## src/rtl/writeback_arbiter.sv

```systemverilog
`default_nettype none
// ============================================================================
// Module      : writeback_arbiter
// Description : Single register-file write port shared by the ALU stream and
//               an in-order FIFO of long-latency results, with pending-write
//               lookup for decode hazard stalls.
// Revision    : 1.0 - initial release
// ============================================================================
module writeback_arbiter #(
    parameter int DATA_W       = 32,
    parameter int ADDR_W       = 5,
    parameter int FIFO_DEPTH   = 4,
    parameter int STARVE_LIMIT = 8
) (
    input  logic                          clk,
    input  logic                          rst,
    input  logic                          alu_valid,
    input  logic [ADDR_W-1:0]             alu_rd,
    input  logic [DATA_W-1:0]             alu_data,
    output logic                          alu_stall,
    input  logic                          lsu_valid,
    output logic                          lsu_ready,
    input  logic [ADDR_W-1:0]             lsu_rd,
    input  logic [DATA_W-1:0]             lsu_data,
    input  logic [ADDR_W-1:0]             query_rs1,
    input  logic [ADDR_W-1:0]             query_rs2,
    output logic                          pending_rs1,
    output logic                          pending_rs2,
    output logic                          regWriteEnable,
    output logic [ADDR_W-1:0]             writeReg,
    output logic [DATA_W-1:0]             writeData,
    output logic [$clog2(FIFO_DEPTH):0]   fifo_count
);

    localparam int c_PTR_W = $clog2(FIFO_DEPTH);
    localparam int c_CNT_W = c_PTR_W + 1;
    localparam int c_STV_W = $clog2(STARVE_LIMIT + 1);

    logic [ADDR_W-1:0]  r_rdMem   [FIFO_DEPTH];
    logic [DATA_W-1:0]  r_dataMem [FIFO_DEPTH];
    logic [c_PTR_W-1:0] r_wrPtr;
    logic [c_PTR_W-1:0] r_rdPtr;
    logic [c_CNT_W-1:0] r_count;
    logic [c_STV_W-1:0] r_starveCnt;

    logic               w_nonEmpty;
    logic               w_force;
    logic               w_aluReq;
    logic               w_aluWrite;
    logic               w_pop;
    logic               w_accept;
    logic               w_store;
    logic [c_PTR_W-1:0] w_off;
    logic               w_hit1;
    logic               w_hit2;

    assign w_nonEmpty = (r_count != '0);
    assign w_force    = w_nonEmpty && (r_starveCnt == c_STV_W'(STARVE_LIMIT));
    assign w_aluReq   = alu_valid && (alu_rd != '0);
    assign w_aluWrite = w_aluReq && !w_force;
    assign w_pop      = w_nonEmpty && !w_aluWrite;

    // Ready looks only at the registered count, so there is no path from valid to ready.
    assign lsu_ready  = (r_count < c_CNT_W'(FIFO_DEPTH));
    assign w_accept   = lsu_valid && lsu_ready;
    assign w_store    = w_accept && (lsu_rd != '0);

    assign alu_stall  = w_force && w_aluReq;
    assign fifo_count = r_count;

    always_ff @(posedge clk) begin
        if (w_store) begin
            r_rdMem[r_wrPtr]   <= lsu_rd;
            r_dataMem[r_wrPtr] <= lsu_data;
        end
    end

    always_ff @(posedge clk or negedge rst) begin
        if (!rst) begin
            r_wrPtr <= '0;
            r_rdPtr <= '0;
            r_count <= '0;
        end else begin
            if (w_store) begin
                r_wrPtr <= r_wrPtr + c_PTR_W'(1);
            end
            if (w_pop) begin
                r_rdPtr <= r_rdPtr + c_PTR_W'(1);
            end
            case ({w_store, w_pop})
                2'b10:   r_count <= r_count + c_CNT_W'(1);
                2'b01:   r_count <= r_count - c_CNT_W'(1);
                default: r_count <= r_count;
            endcase
        end
    end

    // Counts consecutive cycles the head has lost to the ALU.
    always_ff @(posedge clk or negedge rst) begin
        if (!rst) begin
            r_starveCnt <= '0;
        end else if (!w_nonEmpty || w_pop) begin
            r_starveCnt <= '0;
        end else if (r_starveCnt != c_STV_W'(STARVE_LIMIT)) begin
            r_starveCnt <= r_starveCnt + c_STV_W'(1);
        end
    end

    always_ff @(posedge clk or negedge rst) begin
        if (!rst) begin
            regWriteEnable <= 1'b0;
            writeReg       <= '0;
            writeData      <= '0;
        end else if (w_aluWrite) begin
            regWriteEnable <= 1'b1;
            writeReg       <= alu_rd;
            writeData      <= alu_data;
        end else if (w_pop) begin
            regWriteEnable <= 1'b1;
            writeReg       <= r_rdMem[r_rdPtr];
            writeData      <= r_dataMem[r_rdPtr];
        end else begin
            regWriteEnable <= 1'b0;
        end
    end

    // A slot is live when its distance from the read pointer is below the count.
    always_comb begin
        w_hit1 = 1'b0;
        w_hit2 = 1'b0;
        w_off  = '0;
        for (int i = 0; i < FIFO_DEPTH; i++) begin
            w_off = c_PTR_W'(i) - r_rdPtr;
            if ({1'b0, w_off} < r_count) begin
                if (r_rdMem[i] == query_rs1) w_hit1 = 1'b1;
                if (r_rdMem[i] == query_rs2) w_hit2 = 1'b1;
            end
        end
    end

    assign pending_rs1 = (query_rs1 != '0) &&
                         (w_hit1 || (regWriteEnable && (writeReg == query_rs1)));
    assign pending_rs2 = (query_rs2 != '0) &&
                         (w_hit2 || (regWriteEnable && (writeReg == query_rs2)));

endmodule
`default_nettype wire

```

## config.mk

```make
export PLATFORM = sky130hd
export DESIGN_NAME = writeback_arbiter
export DESIGN_NICKNAME = d
export VERILOG_FILES = /design/src/rtl/writeback_arbiter.sv
export SDC_FILE = /design/constraint.sdc
export NUM_CORES = 1
export LEC_CHECK = 0
export ABC_AREA = 1
export CAP_MARGIN = 0
export CORE_MARGIN = 10
export CORE_UTILIZATION = 55
export DETAILED_ROUTE_END_ITERATION = 10
export HOLD_SLACK_MARGIN = 0.05
export PLACE_DENSITY = 0.81
export RECOVER_POWER = 50
export SETUP_SLACK_MARGIN = 0.4
export SYNTH_ARGS = -nofsm -noshare
export SYNTH_HDL_FRONTEND = slang
export SYNTH_SLANG_ARGS = --single-unit
```

## constraint.sdc

```tcl
create_clock -name clk -period 5.85 [get_ports clk]
set_clock_uncertainty 0.05 [all_clocks]
set_input_delay 1.755 -clock clk [delete_from_list [all_inputs] [get_ports clk]]
set_output_delay 1.755 -clock clk [all_outputs]
set_load 0.05 [all_outputs]
```

==> results of run 1 <==
-- cell usage after synthesis (all sizes together) --
cell type,count,area share [%]
nand2,224,10
edfxtp,148,52
nand3,92,5.5
dfrtp,49,14
inv,43,1.9
nor2,41,1.9
a22oi,35,3.0
buf,29,2.7
xor2,26,2.6
xnor2,16,1.6
ha,11,1.6
o21ai,11,0.64
clkbuf,6,0.39
nand4,5,0.54
a21oi,4,0.23
or2,4,0.29
nor3,3,0.17
o211ai,3,0.32
o22ai,3,0.22
a31oi,1,0.073
clkinv,1,0.10
fa,1,0.23
nand3b,1,0.087
nor4,1,0.073
-- final cells by class --
type	count	share of cell area [%]
diodes	1	0.0237
clock buffers	22	4.20
clock inverters	10	1.23
inverters	44	1.63
multi-input cells	482	23.8
flip-flops and latches	197	53.6
well taps	211	2.50
repair buffers	141	13.0
-- power breakdown --
part           internal [W]  leakage [nW]  switching (W)
Combinational      0.000613          1.90        0.00135
Sequential          0.00180          1.94       0.000160
Clock              0.000670         0.281       0.000482
-- through the flow --
| step | setup WS, ns | power, W | util (%) | instance area, um^2 | hold slack [ns] |
|---|---|---|---|---|---|
| 4_1_cts | 0.547 | 0.00511 | 69.5 | 10600 | 0.433 |
| 3_5_place_dp | 0.552 | 0.00396 | 65.7 | 10000 | 0.414 |
| 2_1_floorplan | 0.951 | 0.00331 | - | 8620 | 0.402 |
| 5_1_grt | 0.419 | 0.00533 | 69.3 | 10600 | 0.462 |
| 3_3_place_gp | 0.542 | 0.00392 | 65.7 | 10000 | 0.412 |
| 6_report | 0.494 | 0.00507 | 69.3 | 10600 | 0.427 |
-- worst paths after layout --
kind	slack, ns	cells after the start	to
worst max-delay path	0.49	6	alu_stall
max in group asynchronous	1.65	2	writeData[21]
min in group asynchronous	2.37	2	writeData[25]
worst max register to register	2.43	12	fifo_count[2]
worst min register to register	0.43	2	writeData[1]
worst min-delay path	0.43	2	writeData[1]
-- state kept, by name (all words and copies together) (netlist names) --
register / flops
r_dataMem: 128
writeData: 32
r_rdMem: 20
writeReg: 5
r_starveCnt: 4
fifo_count: 3
r_rdPtr: 2
r_wrPtr: 2
regWriteEnable: 1
-- layout by cell type (no fill, tap or decap), drive strengths merged, types with 16 or more instances in the layout --
| master | instances |
|---|---|
| nand3 | 92 |
| a22oi | 35 |
| clkbuf | 23 |
| dfrtp | 49 |
| xor2 | 26 |
| nand2 | 224 |
| dlygate4sd3 | 39 |
| edfxtp | 148 |
| clkdlybuf4s50 | 90 |
| inv | 44 |
| xnor2 | 16 |
| nor2 | 41 |
-- per-layer routing --
metal	up-vias	share of wire, %	GRT usage [%]
met2	220	49	31.3
met4	6	2.2	8.75
met1	2812	42	24.0
li1	2843	-	-
met5	-	0.15	0
met3	39	6.3	4.91
-- kinds of logic after synthesis --
| group | share of synthesized area [%] |
|---|---|
| buffers and inverters | 5.07 |
| DFF | 65.8 |
| adders and majority gates | 1.83 |
| AOI/OAI and AO/OA | 4.53 |
| and+or+nand+nor | 18.5 |
| xor gates and xnor gates | 4.27 |
-- tightest hold or removal path, stage by stage (launching register included) --
cell	delay, ns
dfrtp_1	0.34
nand2_1	0.05
nand2_1	0.05
==> results.sh, run 1 <==
export IMPL_seqCellArea_mm2=0.00567
export IMPL_first_global_vias=5983
export IMPL_dieArea_mm2=0.0211
export IMPL_min_period_over_period_pct=91.6
export IMPL_yosys_cell_types_count=37
export IMPL_synth_seq_cells=197
export IMPL_critPathKind="in2out"
export IMPL_rsz0062_at_grt="no"
export IMPL_hold_violations=0
export IMPL_crit_slowest_cell="clkdlybuf4s50_1"
export IMPL_hold_buffers=0
export IMPL_crit_arrival_ns=3.55
export IMPL_end_kind="output pin"
export IMPL_p_leak_nw=4.12
export IMPL_cts_tree="built"
export IMPL_drt_iter0_drc=520
export IMPL_routedWlPerCell_um=18.5
export IMPL_required_ns=4.05
export IMPL_grt_pass1_wl_um=32100
export IMPL_dp_hpwl_um=13100
export IMPL_clk_pin_slew_ns=0.07
export IMPL_start_kind="input pin"
export IMPL_cp_startpoint="alu_rd[2]"
export IMPL_htree_levels=4
export IMPL_cp_common_cell="nor2_1"
export IMPL_cap_violations=1
export IMPL_slowest_delay_ns=0.81
export IMPL_syn_area_per_cell_um2=11.4
export IMPL_critPathBufInv=2
export IMPL_synthesis_nets=858
export IMPL_hold_start="writeData[1]"
export IMPL_dpl_cell_count=1075
export IMPL_violations="capacitance limit, slew limit"
export IMPL_core_area_mm2=0.0153
export IMPL_netlist_area_mm2=0.00862
export IMPL_io_pins=133
export IMPL_num_rows=45
export IMPL_die_h_um=145
export IMPL_fin_crit_ns=5.36
export IMPL_path_cells="dlygate4sd3_1 > nor2_1 > nand3b_1 > nand2_1 > nor2_1 > clkdlybuf4s50_1"
export IMPL_clock_latency_ns=0.43
export IMPL_max_clock_path_buffers=2
export IMPL_grtUsageTotal_pct=19.3
export IMPL_nFillCells=1111
export IMPL_drive_above_1_share_pct=5.58
export IMPL_status="finished with violations"
export IMPL_post_route_drc_count=0
export IMPL_multi_input_area_mm2=0.00251
export IMPL_vias_per_cell=5.34
export IMPL_cellPowerDensity_mw_per_mm2=479
export IMPL_postCtsSetupBuffers=0
export IMPL_peakVddDrop_uv=348
export IMPL_crit_family="buffers and inverters"
export IMPL_gp_congestion=0.925
export IMPL_wl_um=20500
export IMPL_final_cells=1108
export IMPL_rr_startpoint="fifo_count[0]"
export IMPL_overflow=0
export IMPL_ys_seq_area_share_pct=65.8
export IMPL_antenna_found_initial=4
export IMPL_start_util_pct=56.5
export IMPL_die_w_um=145
export IMPL_nets=983
export IMPL_cts_resized=0
export IMPL_finalSetupViolCount=0
export IMPL_worstMarginPinSlew_ns=3.06
export IMPL_vias=5920
export IMPL_ys_warnings_count=0
export IMPL_slew_violations=50
export IMPL_crit_fanout=3
export IMPL_portBuffers=132
export IMPL_final_setup_tns_ns=0
export IMPL_clock_fmax_mhz=187
export IMPL_syn2layout_area_growth_pct=22.7
export IMPL_dr_pass1_iters=5
export IMPL_cts_sinks=197
export IMPL_slew_headroom_pct=-104
export IMPL_ant_nets=0
export IMPL_hp_class="reg2reg"
export IMPL_grt_start_max_net_pins=50
export IMPL_synth_cells=758
export IMPL_numCtsBuffers=17
export IMPL_clockRootBuffer="clkbuf_16"
(Power assumes the default switching activity.)
==> inputs of run 2 (changes only) <==
PLACE_DENSITY = 0.86   (was 0.81)
==> run 2 against run 1 <==
- the flow still finishes with violations (capacitance limit, slew limit)
- flip-flop and latch count stayed put
- cell area is 0.25% higher
- global-route usage hardly changed
- utilization is 0.17 points higher
- via count is 1.3% higher
- sequential power hardly changed
- routed wire length hardly changed
- clock-buffer cell count is 3 lower
- critical path depth stayed put
- cell count is 0.27% higher
- largest power group unchanged
==> results.sh, run 2 (synthesis gave the netlist of run 1 again) <==
export IMPL_cts_tree="built"
export IMPL_routedWlPerCell_um=18.5
export IMPL_numCtsBuffers=17
export IMPL_slowest_delay_ns=0.69
export IMPL_io_pins=133
export IMPL_violations="capacitance limit, slew limit"
export IMPL_dieArea_mm2=0.0211
export IMPL_slew_headroom_pct=-105
export IMPL_power_switching_w=0.00204
export IMPL_clock_latency_ns=0.44
export IMPL_crit_slowest_cell="clkdlybuf4s50_1"
export IMPL_cap_violations=1
export IMPL_first_global_vias=6059
export IMPL_p_total_w=0.00504
export IMPL_clock_fmax_mhz=186
export IMPL_postCtsSetupBuffers=0
export IMPL_p_seq_share_pct=38.8
export IMPL_start_kind="input pin"
export IMPL_grt_start_max_net_pins=50
export IMPL_die_h_um=145
export IMPL_switching_share_pct=40.4
export IMPL_max_clock_path_buffers=2
export IMPL_num_rows=45
export IMPL_hp_class="reg2reg"
export IMPL_slew_violations=50
export IMPL_cellPowerDensity_mw_per_mm2=475
export IMPL_final_setup_tns_ns=0
export IMPL_grtUsageTotal_pct=19.4
export IMPL_cts_resized=0
export IMPL_layout_common_cells="224 x nand2_1, 148 x edfxtp_1, 91 x nand3_1, 83 x clkdlybuf4s50_1, 49 x dfrtp_1"
export IMPL_status="finished with violations"
export IMPL_final_common_cell="nand2_1"
export IMPL_share_comb_of_total_power_pct=38.8
export IMPL_critPathKind="in2out"
export IMPL_antenna_found_initial=3
export IMPL_core_area_mm2=0.0153
export IMPL_path_cells="dlygate4sd3_1 > nor2_1 > nand3b_1 > nand2_1 > nor2_1 > clkdlybuf4s50_1"
export IMPL_dp_hpwl_um=13300
export IMPL_post_route_drc_count=0
export IMPL_hold_violations=0
export IMPL_start_util_pct=56.5
export IMPL_cp_common_cell="nor2_1"
export IMPL_htree_levels=4
export IMPL_min_period_over_period_pct=91.9
export IMPL_cts_sinks=197
export IMPL_crit_fanout=3
export IMPL_worstMarginPinSlew_ns=3.08
export IMPL_nets=984
export IMPL_crit_arrival_ns=3.57
export IMPL_clkPwrFrac_pct=22.4
export IMPL_finalSetupViolCount=0
export IMPL_end_kind="output pin"
export IMPL_wl_um=20500
export IMPL_internal_power_w=0.00300
export IMPL_dr_pass1_iters=5
export IMPL_vias_per_cell=5.40
export IMPL_overflow=0
export IMPL_clk_pin_slew_ns=0.07
export IMPL_vias=5995
export IMPL_grt_pass1_wl_um=31900
export IMPL_hold_buffers=0
export IMPL_regMostFlops="r_dataMem"
export IMPL_ant_nets=0
export IMPL_drt_iter0_drc=467
export IMPL_nFillCells=1059
export IMPL_fin_crit_ns=5.38
export IMPL_required_ns=4.05
export IMPL_die_w_um=145
export IMPL_rsz0062_at_grt="no"
export IMPL_syn2layout_area_growth_pct=23.0
export IMPL_largest_registers="r_dataMem: 128 flops, writeData: 32 flops, r_rdMem: 20 flops"
export IMPL_drive_above_1_share_pct=6.47
export IMPL_peakVddDrop_uv=334
export IMPL_largest_reg_flops=128
export IMPL_portBuffers=132
export IMPL_gp_congestion=0.931
export IMPL_clockRootBuffer="clkbuf_16"
export IMPL_p_leak_nw=4.14
## run 2: cell types whose count changed in the layout (fill, tap and decap cells not counted), sizes merged
cell,delta
clkdlybuf4s50,-7
dlygate4sd3,+7
inv,+5
bufinv,-3
clkbuf,-3
diode,+2
buf,+1
clkinv,+1
## run 2: routing by layer
layer	global-route usage (%)	up-vias	part of all wire, %
met3	6.27	35	7.7
met1	22.9	2866	41
met5	0	-	0.063
met2	31.6	249	49
li1	-	2843	-
met4	8.54	2	2.3
## run 2: power by group through the flow
stage          clock, W  combinational [W]  sequential [W]
2_1_floorplan         0           0.000912         0.00240
3_3_place_gp          0            0.00194         0.00197
3_5_place_dp          0            0.00198         0.00198
4_1_cts         0.00114            0.00199         0.00195
5_1_grt         0.00120            0.00212         0.00198
6_report        0.00113            0.00195         0.00196
## run 2: through the flow
step	worst slack, ns	utilization, %	std cells	instance area [um^2]	hold slack (ns)
after floorplan	0.951	-	758	8620	0.402
final	0.473	69.5	1111	10600	0.429
after global placement	0.571	65.8	1076	10000	0.412
after CTS	0.561	69.6	1108	10600	0.437
after detailed placement	0.563	65.8	1076	10000	0.419
after global routing	0.430	69.4	1109	10600	0.461
## run 2: path summary, 6_finish.rpt
check	startpoint	endpoint	slack, ns	cells after the start
setup / recovery	alu_rd[3]	alu_stall	0.47	6
hold / removal	writeData[1]	writeData[1]	0.43	2
setup reg to reg	fifo_count[1]	fifo_count[1]	2.47	10
hold reg to reg	writeData[1]	writeData[1]	0.43	2
max in group asynchronous	rst	writeData[8]	1.64	2
min in group asynchronous	rst	writeData[17]	2.35	2
## run 2: area by class of cell
cell class / count / area, um^2 / area share (%)
clock buffer: 19 / 464 / 4.38
sequential: 197 / 5670 / 53.5
inverter: 44 / 173 / 1.63
timing repair buffer: 142 / 1380 / 13.0
antenna: 3 / 7.51 / 0.0708
multi-input combinational: 482 / 2520 / 23.8
clock inverter: 13 / 116 / 1.10
tap: 211 / 264 / 2.49
## run 2: worst max-delay path: cells and delay by family
kind	cells	cell delay (ns)
and+or+nand+nor	4	0.56
buffers and inverters	2	1.24
